### src/rtl/sequence_generator.sv
// rtl/sequence_generator.sv - serial bit-pattern transmitter feeding the pattern detector
//
// Loads a 1..PAT_W bit pattern on start and shifts it out MSB-first, one bit
// per bit_en tick, optionally repeating it with a one-bit idle gap between
// passes.
//
// Ports:
//   clock       single clock, rising edge
//   reset       synchronous, active-high
//   start       level-sampled transfer request, honoured only in IDLE
//   abort       synchronous cancel back to IDLE, no done pulse
//   bit_en      bit-rate tick; every SEND/GAP/DONE step waits for it
//   pattern     bits to send; pattern[len-1:0], bit len-1 first
//   length      bit count; 0 or >PAT_W means PAT_W
//   repeats     pass count; 0 means 1
//   serial_out  registered serial bit (detector input w)
//   bit_strobe  one-clock pulse whenever serial_out takes a pattern bit
//   busy        high in SEND, GAP and DONE
//   done        one-clock pulse after the final pass
//   state       current state encoding for LED display

module sequence_generator #(
  parameter int PAT_W = 8,
  parameter int CNT_W = 4
) (
  input  logic             clock,
  input  logic             reset,
  input  logic             start,
  input  logic             abort,
  input  logic             bit_en,
  input  logic [PAT_W-1:0] pattern,
  input  logic [CNT_W-1:0] length,
  input  logic [CNT_W-1:0] repeats,
  output logic             serial_out,
  output logic             bit_strobe,
  output logic             busy,
  output logic             done,
  output logic [2:0]       state
);

  typedef enum logic [2:0] {
    IDLE = 3'b000,
    SEND = 3'b001,
    GAP  = 3'b010,
    DONE = 3'b011
  } state_t;

  localparam logic [CNT_W-1:0] FULL_LEN = CNT_W'(PAT_W);
  localparam logic [CNT_W-1:0] CNT_ONE  = CNT_W'(1);

  state_t           state_q, state_n;
  logic [PAT_W-1:0] shreg_q, shreg_n;     // bits still to send, next bit at MSB
  logic [PAT_W-1:0] pat_q, pat_n;         // left-aligned copy used to reload each pass
  logic [CNT_W-1:0] len_q, len_n;
  logic [CNT_W-1:0] bit_cnt_q, bit_cnt_n;
  logic [CNT_W-1:0] pass_cnt_q, pass_cnt_n;
  logic             serial_q, serial_n;
  logic             strobe_q, strobe_n;
  logic             done_q, done_n;

  logic [CNT_W-1:0] len_clamp;
  logic [CNT_W-1:0] rep_clamp;
  logic [PAT_W-1:0] aligned;
  int               shift_amt;

  // Clamp the request fields and left-align the used bits so the shifter
  // always emits from the MSB regardless of length.
  always_comb begin
    len_clamp = length;
    if (length == '0 || length > FULL_LEN) begin
      len_clamp = FULL_LEN;
    end
    rep_clamp = repeats;
    if (repeats == '0) begin
      rep_clamp = CNT_ONE;
    end
    shift_amt = PAT_W - int'(len_clamp);
    aligned   = pattern << shift_amt;
  end

  // Next-state and next-output logic. Every register holds by default, and
  // the pulses (bit_strobe, done) default low so they last exactly one clock.
  always_comb begin
    state_n    = state_q;
    shreg_n    = shreg_q;
    pat_n      = pat_q;
    len_n      = len_q;
    bit_cnt_n  = bit_cnt_q;
    pass_cnt_n = pass_cnt_q;
    serial_n   = serial_q;
    strobe_n   = 1'b0;
    done_n     = 1'b0;

    if (abort) begin
      // Abort beats start, so abort+start in IDLE stays in IDLE.
      state_n  = IDLE;
      serial_n = 1'b0;
    end else begin
      case (state_q)
        IDLE: begin
          serial_n = 1'b0;
          if (start) begin
            shreg_n    = aligned;
            pat_n      = aligned;
            len_n      = len_clamp;
            bit_cnt_n  = len_clamp;
            pass_cnt_n = rep_clamp;
            state_n    = SEND;
          end
        end

        SEND: begin
          if (bit_en) begin
            serial_n  = shreg_q[PAT_W-1];
            strobe_n  = 1'b1;
            shreg_n   = shreg_q << 1;
            bit_cnt_n = bit_cnt_q - CNT_ONE;
            // The bit going out now is the last of this pass; it is held for
            // one more bit period by the GAP/DONE tick that follows.
            if (bit_cnt_q == CNT_ONE) begin
              if (pass_cnt_q > CNT_ONE) begin
                pass_cnt_n = pass_cnt_q - CNT_ONE;
                state_n    = GAP;
              end else begin
                state_n = DONE;
              end
            end
          end
        end

        GAP: begin
          if (bit_en) begin
            serial_n  = 1'b0;
            shreg_n   = pat_q;
            bit_cnt_n = len_q;
            state_n   = SEND;
          end
        end

        DONE: begin
          if (bit_en) begin
            serial_n = 1'b0;
            done_n   = 1'b1;
            state_n  = IDLE;
          end
        end

        default: begin
          // Unused encodings recover to IDLE.
          state_n  = IDLE;
          serial_n = 1'b0;
        end
      endcase
    end
  end

  always_ff @(posedge clock) begin
    if (reset) begin
      state_q    <= IDLE;
      shreg_q    <= '0;
      pat_q      <= '0;
      len_q      <= '0;
      bit_cnt_q  <= '0;
      pass_cnt_q <= '0;
      serial_q   <= 1'b0;
      strobe_q   <= 1'b0;
      done_q     <= 1'b0;
    end else begin
      state_q    <= state_n;
      shreg_q    <= shreg_n;
      pat_q      <= pat_n;
      len_q      <= len_n;
      bit_cnt_q  <= bit_cnt_n;
      pass_cnt_q <= pass_cnt_n;
      serial_q   <= serial_n;
      strobe_q   <= strobe_n;
      done_q     <= done_n;
    end
  end

  assign serial_out = serial_q;
  assign bit_strobe = strobe_q;
  assign done       = done_q;
  assign busy       = (state_q == SEND) || (state_q == GAP) || (state_q == DONE);
  assign state      = state_q;

endmodule

### config.mk
export PLATFORM = sky130hd
export DESIGN_NAME = sequence_generator
export DESIGN_NICKNAME = d
export VERILOG_FILES = /design/src/rtl/sequence_generator.sv
export SDC_FILE = /design/constraint.sdc
export NUM_CORES = 1
export LEC_CHECK = 0
export CAP_MARGIN = 20
export CORE_AREA = 2 2 77 79
export CTS_CLUSTER_DIAMETER = 120
export CTS_CLUSTER_SIZE = 40
export DETAILED_ROUTE_END_ITERATION = 16
export DIE_AREA = 0 0 79 81
export PLACE_DENSITY = 0.72
export SYNTH_ARGS = -nofsm -noshare
export SYNTH_HDL_FRONTEND = slang
export SYNTH_SLANG_ARGS = --single-unit
### constraint.sdc
create_clock -name clock -period 3.3 [get_ports clock]
set_clock_uncertainty 0.05 [all_clocks]
set_input_delay 0.825 -clock clock [delete_from_list [all_inputs] [get_ports clock]]
set_output_delay 0.825 -clock clock [all_outputs]
set_load 0.01 [all_outputs]
==> qor.yml <==
timing:
  grt_setup_unrepaired: "no"
  slew_headroom_pct: 45.7
  timing.fmax_ghz: 0.343
  setup_viol: 0
  drv_slew: 0
  setup_ws_ns: 0.388
  timing.setup.tns_ns: 0
  post-route-min-period_ns: 2.91
  tightestPinTransition_ns: 0.813
  hold-worst-slack_ns: 0.410
  report.final.hold_viol_count: 0
  fin_crit_sh_pct: 88.2
pwr:
  p_int_mw: 0.717
  seqPwrFrac_pct: 41.7
  leakagePower_nw: 0.980
  swShare_pct: 33.5
  peakVddDrop_uv: 161
  switching_power_mw: 0.362
  p_comb_share_pct: 30.0
  powerDensity_mw_per_mm2: 415
  power_frac_clock_pct: 28.3
final_layout:
  fillers: 583
  final_cell_mix: "dfxtp_1 (33), clkdlybuf4s50_1 (26), nor2_1 (23), nand2_1 (23), a21oi_1 (20)"
  seq_area_um2: 661
  num-nets-final: 323
  multi_input_area_mm2: 0.00134
  layout-drive-gt1-share_pct: 10.6
  antenna_cells: 0
  layout.cells.most_common: "dfxtp_1"
  syn_to_final_growth_pct: 19.7
yosys:
  synth_top_area_cell: "dfxtp_1"
  synth_seq_cells: 33
  synth_area_leaders: "dfxtp_1 (30%), mux2i_1 (6.4%), ha_1 (6.3%)"
  synthFlopType: "dfxtp_1"
  synth_cell_types: 53
  synth_area_mm2: 0.00217
  ys_seq_area_share_pct: 30.4
  async_flop_share_pct: 0
  yosys_warnings: 0
  synth-edff-count: 0
  synthCells: 265
  yosysTopAreaCellShare_pct: 30.4
  synthesis.nets: 297
  avgSynthCellArea_um2: 8.21
drt:
  dr_total_vias: 1984
  vias_per_cell: 5.41
  dr.pass1.iters: 4
  drt-initial-drc-count: 120
  ant_nets: 0
  drc: 0
  drt-total-wl_um: 5190
  wire_per_inst_um: 14.1
grt:
  grt_antenna_before_repair: 0
  grtUsageTotal_pct: 17.6
  grt_max_degree: 27
  first_global_vias: 1873
  grt.overflow.total: 0
  grt_pass1_wl_um: 8840
floorplan:
  initial_core_util_pct: 38.3
  die_y_um: 81
  floorplan.rows: 28
  io_pins: 28
  dieArea_mm2: 0.00640
  die_w_um: 79
  core_area_mm2: 0.00568
setup_path:
  worstPathCellList: "clkdlybuf4s50_1, nor2b_1, inv_1, ha_1, inv_1, xnor2_1, nor4b_1, a311oi_1, o41ai_2"
  cp-start-kind: "primary input"
  r2r-end: "bit_cnt_q[2]"
  cp_max_fo: 8
  worst_ep_arrival_time_ns: 3.01
  cp_slowest_cell: "clkdlybuf4s50_1"
  required_ns: 3.40
  end_kind: "register"
  r2r-start: "state[0]"
  r2r_cells: 7
  critPathMostFrequentCell: "inv_1"
  path_class: "in -> reg"
  rrSetupSlack_ns: 0.79
  cpPeakStageDelay_ns: 0.54
clock_network:
  post_cts_buffers: 0
  htree_levels: 2
  cts_inserted_buffers: 5
  hold_buffers: 0
  clk_latency_ns: 0.29
  cts_resized: 0
  clk_pin_slew_ns: 0.07
  clock_path_buffers: 2
  cts_tree: "yes"
  cts_sinks: 33
  cts-root-buf: "clkbuf_8"
min_path:
  worstHoldStart: "shreg_q[1]"
  hold_class: "reg -> reg"
  hold_end: "shreg_q[1]"
  min_path_cells: 2
placement:
  preCtsSetupSlack_ns: 0.0885
  gp_congestion: 0.946
  dp_hpwl_um: 3680
  port-buffer-count: 26
run:
  cap_violations: 0
run_status:
  outcome: "complete, no violations"
per-stage QoR:
stage                     power (mW)  utilization, %  instances  instance area (um2)
after floorplan                0.683               -        265                 2170
after global placement         0.777            44.4        359                 2520
after detailed placement       0.781            44.4        359                 2520
after CTS                       1.09            45.9        367                 2600
after global routing            1.15            45.9        367                 2600
final                           1.08            45.9        367                 2600
cell usage after synthesis (2+ instances only):
library cell	n
ha_1	11
a221oi_1	5
o31ai_1	2
nand3b_1	2
a31oi_1	7
o211ai_1	2
mux4_2	2
nor2b_1	6
nor3_1	16
a22o_1	2
buf_2	3
a311oi_1	5
inv_1	17
clkbuf_1	12
buf_4	2
o21bai_1	2
a21oi_1	20
a2111oi_1	2
mux2i_1	14
and3_1	3
a211oi_1	5
nand2b_1	2
nor4_1	5
nand2_1	23
o21ai_0	4
a211o_1	2
or3_1	2
a221o_1	3
nor2_1	23
xor2_1	2
buf_6	3
nand3_1	2
o41ai_2	2
dfxtp_1	33
area by class of cell:
type	count	share of cell area, %
inverter	18	2.59
clock inverter	3	0.673
sequential	33	25.4
timing repair buffer	39	13.7
multi-input combinational	194	51.4
clock buffer	5	2.64
tap	75	3.60
layer usage:
layer  global-route usage, %  routed length (um)
met5                       0                   0
met3                    3.44                 237
met1                    22.3                2560
met4                    6.21                  65
met2                    29.7                2330
cells by family (layout without fill, tap and decap cells):
group | Yosys count | count (layout) | synth area share [%]
muxes | 16 | 16 | 8.52
and+or+nand+nor | 93 | 93 | 21.3
other | 1 | 1 | 0.172
AOI/OAI and AO/OA | 69 | 69 | 23.2
buffers and inverters | 38 | 65 | 8.11
DFF | 33 | 33 | 30.4
xor gates and xnor gates | 4 | 4 | 1.96
adders and majority gates | 11 | 11 | 6.33
worst max-delay path: cells and delay by family:
kind | cells | cell delay [ns]
buf+inv | 3 | 0.79
compound gates | 2 | 0.43
fa+ha+maj | 1 | 0.38
simple gates | 2 | 0.21
xor+xnor | 1 | 0.38
flip-flops by register name, summed over array words and instances, names as in the netlist:
register and count:
bit_cnt_q 4, pat_q 8, shreg_q 8, serial_out 1, done 1, state 2
pass_cnt_q 4, len_q 4, bit_strobe 1
power groups by stage:
| stage | combinational, mW | clock [mW] | sequential [mW] |
|---|---|---|---|
| floorplan | 0.228 | 0 | 0.455 |
| global placement | 0.319 | 0 | 0.458 |
| detailed placement | 0.322 | 0 | 0.459 |
| CTS | 0.323 | 0.313 | 0.450 |
| global route | 0.358 | 0.332 | 0.455 |
| finish | 0.324 | 0.305 | 0.450 |
worst max path at each step:
stage | from | endpoint | depth (start not counted)
6_report | length[3] | shreg_q[5] | 9
5_1_grt | length[3] | shreg_q[5] | 9
4_1_cts | length[3] | shreg_q[5] | 9
3_5_place_dp | length[3] | shreg_q[5] | 9
3_3_place_gp | length[3] | shreg_q[4] | 9
2_1_floorplan | length[0] | shreg_q[4] | 10
(Power assumes the default switching activity.)
